`config.mk`:
```
export PLATFORM = sky130hd
export DESIGN_NAME = cook_timer_flat
export DESIGN_NICKNAME = d
export VERILOG_FILES = /design/src/rtl/microwave_pkg.sv /design/src/rtl/cook_timer_if.sv /design/src/rtl/tick_gen.sv /design/src/rtl/cook_timer.sv /design/src/flat_wrapper.sv
export SDC_FILE = /design/constraint.sdc
export NUM_CORES = 1
export LEC_CHECK = 0
export ABC_AREA = 1
export ABC_CLOCK_PERIOD_IN_PS = 4600
export CORE_MARGIN = 2
export CORE_UTILIZATION = 40
export DETAILED_ROUTE_END_ITERATION = 8
export GPL_ROUTABILITY_DRIVEN = 0
export PLACE_DENSITY = 0.65
export SYNTH_ARGS = -nofsm -noshare
export SYNTH_HDL_FRONTEND = slang
export SYNTH_HIERARCHICAL = 1
export SYNTH_SLANG_ARGS = --single-unit
```
`constraint.sdc`:
```
create_clock -name clk -period 4.6 [get_ports clk]
set_clock_uncertainty 0.05 [all_clocks]
set_input_delay 0.92 -clock clk [delete_from_list [all_inputs] [get_ports clk]]
set_output_delay 0.92 -clock clk [all_outputs]
set_load 0.01 [all_outputs]
```
`src/rtl/microwave_pkg.sv`:
```
// Shared definitions for the microwave cook timer: digit-triple type,
// cook-time presets, beep duration and BCD helper functions.
// Optional feature macro used by the timer: COOK_TIMER_BEEP_EN.
package microwave_pkg;

    // Remaining time as minutes / seconds-tens / seconds-ones BCD digits.
    typedef struct packed {
        logic [3:0] min;
        logic [2:0] tens;
        logic [3:0] ones;
    } digits_t;

    // Cook-time preset selected by the mode input.
    typedef enum logic [1:0] {
        MODE_30S  = 2'd0,
        MODE_1M   = 2'd1,
        MODE_2M30 = 2'd2,
        MODE_5M   = 2'd3
    } mode_t;

    // Countdown bookkeeping: armed until the end pulse has been issued.
    typedef enum logic {
        ST_ARMED = 1'b0,
        ST_DONE  = 1'b1
    } timer_state_t;

    localparam digits_t PRESET_30S  = '{min: 4'd0, tens: 3'd3, ones: 4'd0};
    localparam digits_t PRESET_1M   = '{min: 4'd1, tens: 3'd0, ones: 4'd0};
    localparam digits_t PRESET_2M30 = '{min: 4'd2, tens: 3'd3, ones: 4'd0};
    localparam digits_t PRESET_5M   = '{min: 4'd5, tens: 3'd0, ones: 4'd0};

    // Length of the end-of-cook beep, in countdown seconds.
    localparam int BEEP_SECONDS = 3;

    function automatic digits_t preset(input logic [1:0] mode);
        digits_t result;
        case (mode_t'(mode))
            MODE_30S:  result = PRESET_30S;
            MODE_1M:   result = PRESET_1M;
            MODE_2M30: result = PRESET_2M30;
            default:   result = PRESET_5M;
        endcase
        return result;
    endfunction

    function automatic logic is_zero(input digits_t d);
        return (d == '0);
    endfunction

    // One-second BCD decrement with borrow; saturates at 0:00.
    function automatic digits_t bcd_dec(input digits_t d);
        digits_t result;
        result = d;
        if (d != '0) begin
            if (d.ones != 4'd0) begin
                result.ones = d.ones - 4'd1;
            end else begin
                result.ones = 4'd9;
                if (d.tens != 3'd0) begin
                    result.tens = d.tens - 3'd1;
                end else begin
                    result.tens = 3'd5;
                    result.min  = d.min - 4'd1;
                end
            end
        end
        return result;
    endfunction

endpackage

```
`src/rtl/cook_timer_if.sv`:
```
// Bundle between the microwave controller (master) and the cook timer
// (slave). The beep line exists only when COOK_TIMER_BEEP_EN is defined.
interface cook_timer_if;
    logic [1:0] mode;
    logic       start;
    logic       idle;
    logic [3:0] min;
    logic [2:0] sec_tens;
    logic [3:0] sec_ones;
    logic       timerEnd;
`ifdef COOK_TIMER_BEEP_EN
    logic       beep;

    modport master (output mode, start, idle,
                    input  min, sec_tens, sec_ones, timerEnd, beep);
    modport slave  (input  mode, start, idle,
                    output min, sec_tens, sec_ones, timerEnd, beep);
`else
    modport master (output mode, start, idle,
                    input  min, sec_tens, sec_ones, timerEnd);
    modport slave  (input  mode, start, idle,
                    output min, sec_tens, sec_ones, timerEnd);
`endif
endinterface

```
`src/rtl/tick_gen.sv`:
```
// One-second prescaler: counts 0..CLK_HZ-1 while enabled, holds while
// disabled, and emits a single-cycle tick on the cycle it wraps to 0.
module tick_gen #(
    parameter int CLK_HZ = 100_000_000
) (
    input  logic clk,
    input  logic rst,
    input  logic enable,
    input  logic clear,
    output logic tick
);
    localparam int CW = (CLK_HZ > 2) ? $clog2(CLK_HZ) : 1;
    localparam logic [CW-1:0] LAST = CW'(CLK_HZ - 1);

    logic [CW-1:0] count_reg;

    // Tick is combinational so the digits step on the same edge as the wrap.
    assign tick = enable && !clear && (count_reg == LAST);

    // Prescaler count: clear wins, otherwise advance only while enabled.
    always_ff @(posedge clk or posedge rst) begin
        if (rst) begin
            count_reg <= '0;
        end else if (clear) begin
            count_reg <= '0;
        end else if (enable) begin
            count_reg <= (count_reg == LAST) ? '0 : count_reg + 1'b1;
        end
    end
endmodule

```
`src/rtl/cook_timer.sv`:
```
// Microwave cook timer: loads a BCD preset while idle, counts down once
// per second while cooking, pauses otherwise, and pulses timerEnd once
// when 0:00 is reached. Define COOK_TIMER_BEEP_EN to add the beep output.
module cook_timer
    import microwave_pkg::*;
#(
    parameter int CLK_HZ = 100_000_000
) (
    input logic         clk,
    input logic         rst,
    cook_timer_if.slave bus
);
    digits_t      digits_reg;
    timer_state_t state_reg;
    logic         timer_end_reg;
    logic         tick;
    logic         fire;

    tick_gen #(.CLK_HZ(CLK_HZ)) u_tick_gen (
        .clk    (clk),
        .rst    (rst),
        .enable (bus.start & ~bus.idle),
        .clear  (bus.idle),
        .tick   (tick)
    );

    // End condition: reached 0:00 and no pulse issued since the last re-arm.
    assign fire = !bus.idle && (state_reg == ST_ARMED) && is_zero(digits_reg);

    // Digit countdown and the armed/done state with its end pulse.
    always_ff @(posedge clk or posedge rst) begin
        if (rst) begin
            digits_reg    <= PRESET_30S;
            state_reg     <= ST_ARMED;
            timer_end_reg <= 1'b0;
        end else begin
            timer_end_reg <= 1'b0;
            if (bus.idle) begin
                digits_reg <= preset(bus.mode);
                state_reg  <= ST_ARMED;
            end else begin
                if (tick) begin
                    digits_reg <= bcd_dec(digits_reg);
                end
                if (fire) begin
                    timer_end_reg <= 1'b1;
                    state_reg     <= ST_DONE;
                end
            end
        end
    end

    assign bus.min      = digits_reg.min;
    assign bus.sec_tens = digits_reg.tens;
    assign bus.sec_ones = digits_reg.ones;
    assign bus.timerEnd = timer_end_reg;

`ifdef COOK_TIMER_BEEP_EN
    localparam int BEEP_CYCLES = BEEP_SECONDS * CLK_HZ;
    localparam int BW = $clog2(BEEP_CYCLES);
    localparam logic [BW-1:0] BEEP_LAST = BW'(BEEP_CYCLES - 1);

    logic          beep_reg;
    logic [BW-1:0] beep_count_reg;

    // Beep starts with the end pulse and runs a fixed number of cycles;
    // returning to idle silences it immediately.
    always_ff @(posedge clk or posedge rst) begin
        if (rst) begin
            beep_reg       <= 1'b0;
            beep_count_reg <= '0;
        end else if (bus.idle) begin
            beep_reg       <= 1'b0;
            beep_count_reg <= '0;
        end else if (fire) begin
            beep_reg       <= 1'b1;
            beep_count_reg <= '0;
        end else if (beep_reg) begin
            if (beep_count_reg == BEEP_LAST) begin
                beep_reg       <= 1'b0;
                beep_count_reg <= '0;
            end else begin
                beep_count_reg <= beep_count_reg + 1'b1;
            end
        end
    end

    assign bus.beep = beep_reg;
`endif
endmodule

```
`src/flat_wrapper.sv`:
```
// flat-port wrapper written by rule: the top's interface ports become plain ports
module cook_timer_flat import microwave_pkg::*;
#(
    parameter int CLK_HZ = 100_000_000
)
  (clk, rst, bus_mode, bus_start, bus_idle, bus_min, bus_sec_tens, bus_sec_ones, bus_timerEnd);
  cook_timer_if bus_i ();
  input logic clk;
  input logic rst;
  input wire logic [$bits(bus_i.mode)-1:0] bus_mode;
  input wire logic [$bits(bus_i.start)-1:0] bus_start;
  input wire logic [$bits(bus_i.idle)-1:0] bus_idle;
  output wire logic [$bits(bus_i.min)-1:0] bus_min;
  output wire logic [$bits(bus_i.sec_tens)-1:0] bus_sec_tens;
  output wire logic [$bits(bus_i.sec_ones)-1:0] bus_sec_ones;
  output wire logic [$bits(bus_i.timerEnd)-1:0] bus_timerEnd;
  assign bus_i.mode = bus_mode;
  assign bus_i.start = bus_start;
  assign bus_i.idle = bus_idle;
  assign bus_min = bus_i.min;
  assign bus_sec_tens = bus_i.sec_tens;
  assign bus_sec_ones = bus_i.sec_ones;
  assign bus_timerEnd = bus_i.timerEnd;
  cook_timer #(.CLK_HZ(CLK_HZ)) u_core (.clk(clk), .rst(rst), .bus(bus_i));
endmodule
```
* Yosys cells after proc, flatten, opt, wreduce, memory -nomap -nowiden
Index checks and enable logic that the tools add are counted.
** Cells by class
- Equality and inequality tests :: 5
- Bitwise gates (word level) :: 3
- $add $sub $neg :: 4
- Multiplexer cells :: 15
- Reduce and logical (&&, ||, !) cells :: 17
** Operators by type and width (count)
- $mux W27 :: 3
- $mux W11 :: 3
- $pmux W10 S3 :: 1
- $add A27 B1 Y27 const B :: 1
- $eq A27 B27 Y1 const B :: 1
- $logic_not A11 Y1 :: 1
- $reduce_bool A11 Y1 :: 1
- $mux W4 :: 2
- $reduce_bool A2 Y1 :: 4
- $sub A4 B1 Y4 const B :: 2
- $mux W7 :: 1
- $logic_and A1 B1 Y1 :: 4
- $mux W1 :: 4
- $ne A2 B2 Y1 const B :: 2
- $reduce_and A4 Y1 :: 1
- $reduce_bool A4 Y1 :: 1
- $mux W3 :: 1
- $reduce_and A3 Y1 :: 1
- $reduce_bool A3 Y1 :: 1
- $sub A3 B1 Y3 const B :: 1
- $eq A2 B1 Y1 const B :: 1
- $eq A2 B2 Y1 const B :: 1
- $logic_not A2 Y1 :: 1
- $not A1 Y1 :: 2
- 3 further kinds :: 3
** Word-level totals
- Flip-flop bits (word level) :: 40
- Input port bits :: 6
- Output and inout port bits :: 12
- Word-level logic and storage cells :: 50

* Depth between registers and ports, before layout
- Depth in word-level cells :: 6
- Mapped depth :: 11
- Gate-level depth less buffers :: 10

* Modules after synthesis
The synthesis kept the hierarchy.
** By module, submodules not included
- tick_gen :: times used 1, seq. area each 675.6 um^2, area each 1790.5 um^2, cells an instance 260
- cook_timer :: times used 1, seq. area each 327.8 um^2, area each 890.9 um^2, cells an instance 119

* Least setup slack after synthesis
Ideal clock, no wire load.
- Path type :: input-to-reg
- From :: input port bus_idle
- To :: register u_core.digits_reg, in the netlist u_core/bus.min[3]
- Path buffers :: 2
- Required time :: 4.432 ns
- Slack :: 2.172 ns
- Cell stages on the path :: 9
- Library setup time :: 0.118 ns
- Arrival :: 2.259 ns
- Cell sequence :: buf_2 -> nor2_1 -> nand2_1 -> nor3_1 -> or2_2 -> buf_2 -> nand3_2 -> nand2_1 -> nand2_1
** On the way
- Word-level cells in the longest chain between the ends :: 6
- Elaborated cells on any way between the ends :: 11
- Classes of those cells :: 2 x eq/ne; 1 x mux; 2 x bitwise; 6 x reduce/logical
** RTL lines
- start, declared :: line flat_wrapper.sv:12 : input wire logic [$bits(bus_i.idle)-1:0] bus_idle;
- $not A1 Y1 :: line cook_timer.sv:22 : .enable (bus.start & ~bus.idle),
- $and A1 B1 Y1 :: line cook_timer.sv:22
- $logic_and A1 B1 Y1 * (2 in series) :: line tick_gen.sv:18 : assign tick = enable && !clear && (count_reg == LAST);
- named net u_core.tick :: line cook_timer.sv:16 : logic tick;
- $reduce_bool A2 Y1 (no source line) *
- $reduce_and A4 Y1 (no source line) *
- end signal, assigned :: line cook_timer.sv:39 : digits_reg <= preset(bus.mode);
- end signal, assigned :: line cook_timer.sv:43 : digits_reg <= bcd_dec(digits_reg);
- end, declared :: line cook_timer.sv:13 : digits_t digits_reg;
Mark *: on every way through the listed nets, which the timed path passes. The rest lies on a longest branch.
A chain may end at the register's enable or synchronous reset.

* Final worst setup path
- From :: input port bus_idle
- To :: register u_core.digits_reg, in the netlist u_core/bus.min[2]
The elaborated chain is that of the path after synthesis.

==> run metrics <==
Total Nets Final 408; FP Rows 29; clock sink count 40; area delta synth->final 11.8%; Critical Path Sink Type flip-flop; post-synthesis sequential area ratio 0.374; Max Clk Rate 0.343 GHz; Post-CTS Resized 0; Crit Path Class input port to flip-flop; Comb pwr share 0.306; P_leak 1.31 nW; hold_ws 0.391 ns; IR drop worst, VDD 0.000106 V; Cell Area, Synth 2680 um2; Hold-fix buffers, CTS 0; CP required 4.74 ns; routed len/inst 12.5 um; Core ar. 6420 um2; TritonCTS clock tree done; distinct cell type count after synthesis 33; P_sw 0.335 mW; final hold violations 0; Final Max Tran Viols 0; fin crit share 0.633; Internal 0.634 mW; Clock power frac 0.235; initial antenna violation count 0; Final WS setup 1.69 ns; failing checks design-rule violations; final setup fails 0; critical-path cell list clkdlybuf4s50_1, nor2_1, nand2_1, nor3_1, or2_2, nand3_2, nand2_1, nand2_1; Mapped Cells 379; grt total ovfl 0; TNS Setup 0 ns; Slowest-stage cell, CP clkdlybuf4s50_1; DIE WIDTH 85.9 um; commonest non-fill, non-tap cells in the layout 119 x nand2_1, 43 x inv_1, 40 x nor2_1; vias in the first global route 2307; Clock Latency Late Sink 0.29 ns; crit-path most repeated cell nand2_1; commonest non-fill, non-tap cell in the layout nand2_1; ant diodes 0; minimum clock period 2.91 ns; Worst-Margin Slew 1.10 ns; Root Buffer clkbuf_8; total track usage 0.176; Synth top area share 0.355; IO Pins 18; syn_nets 390; # DRC 3; flops & latches, synth 40; H-Tree Level Count 2; Max-slew headroom 0.268; Initial Utilization 0.417; pin count of the biggest net entering global routing 28; Starting DRT DRC Count 141; Arr. time, crit path 3.05 ns; final wirelength 5.95 mm; Reg power frac 0.460; Final ANT Viol Nets 0; Mean Syn Cell Area 7.07 um2; Hold Path Class flip-flop to flip-flop; clk buf depth 2; Worst-path clk slew 0.08 ns; first-pass GRT wire length 10.4 mm; synth top area cells dfrtp_1 35%, nand2_1 17%, inv_1 6.0%; cell taking the most area after synthesis dfrtp_1; die area 7370 um2; Critical Path Max Stage Delay 0.66 ns; postcts setup bufs 0; TritonRoute pass-1 iters 6; CP Max Fanout 14; ratio of cells with drive above 1 in the final layout 0.116; switching portion of total power 0.346; RSZ-0062 raised after global routing no; Post-Place Setup Slack 1.39 ns; Power Dens Cells 323 nW/um2; total of max-cap violations 0; Yosys warning total 6; CTS Buf Count 5; Post-DP HPWL 4.34 mm; routed vias/inst 5.16; startpoint type of the worst setup path input port; status complete, but fails checks; via count 2453; Die H 85.9 um; Port Buf Inserts 17; number of flip-flops in the largest register 27
## critical path: cells and delay by family
kind / cells / cell delay, ns
AND/OR/NAND/NOR: 7 / 1.46
buffers and inverters: 1 / 0.66
## power by group through the flow
stage                     Clock (mW)  Combinational, mW  Sequential [mW]
after floorplan                    0              0.181            0.455
after global placement             0              0.294            0.452
after detailed placement           0              0.300            0.452
after CTS                      0.238              0.300            0.445
after global routing           0.250              0.335            0.451
final                          0.227              0.296            0.445
## area by class of cell
class                      instances  area (um2)
clock buffer                       7        76.3
clock inverter                     1        5.00
fill                             652        3420
inverter                          48         180
multi-input combinational        284        1460
sequential                        40        1000
tap                               77        96.3
timing repair buffer              18         178
## synth_stat cells
library cell / n
inv_2: 4
nand2_1: 119
nor2_2: 5
o21bai_2: 1
xor2_1: 9
dfrtp_1: 38
o21ai_2: 1
o21ai_1: 7
or2_2: 1
clkinv_1: 1
ha_1: 5
nand3_2: 8
nor2_4: 6
nand3b_1: 1
o21bai_1: 1
nand2_2: 8
o21ai_0: 11
nor4_1: 1
nor3_1: 5
nor3_2: 1
a21oi_1: 14
buf_2: 4
nand3b_4: 1
nand4_1: 12
clkbuf_1: 2
nand3_4: 1
a31oi_1: 1
buf_6: 1
nand3_1: 21
nor2_1: 40
o22ai_1: 4
inv_1: 43
dfstp_2: 2
## path summary, 6_finish.rpt
| kind | end | from | cells after the start | slack, ns |
|---|---|---|---|---|
| worst max-delay path | u_core/bus.min[2] | bus_idle | 8 | 1.69 |
| worst min-delay path | u_core/bus.timerEnd | u_core/state_reg | 1 | 0.39 |
| worst max register to register | u_core/bus.min[2] | u_core/u_tick_gen/count_reg[0] | 9 | 2.46 |
| worst min register to register | u_core/bus.timerEnd | u_core/state_reg | 1 | 0.39 |
| max in group asynchronous | u_core/u_tick_gen/count_reg[12] | rst | 2 | 2.65 |
| min in group asynchronous | u_core/bus.min[1] | rst | 2 | 0.93 |
## routing by layer
layer | part of all wire | GRT usage | vias to the layer above
li1 | - | - | 1248
met1 | 0.48 | 0.231 | 1153
met3 | 0.037 | 0.0366 | 7
met2 | 0.47 | 0.283 | 45
met4 | 0.015 | 0.0693 | 0
met5 | 0 | 0 | -
## stage by stage
step | utilization | cells | power [mW] | area, um2
after floorplan | - | 379 | 0.636 | 2680
after global placement | 0.454 | 467 | 0.746 | 2920
after detailed placement | 0.454 | 467 | 0.751 | 2920
after CTS | 0.467 | 475 | 0.983 | 3000
after global routing | 0.467 | 475 | 1.04 | 3000
final | 0.467 | 475 | 0.969 | 3000
## cells by family after synthesis
logic type,synth area share
AND/OR/NAND/NOR,0.410
buffers and inverters,0.0817
AO/OA/AOI/OAI,0.0817
flip-flops,0.374
XOR/XNOR,0.0294
adder cells (fa/ha/maj),0.0233
No activity file was read; power rests on OpenSTA's default activity.
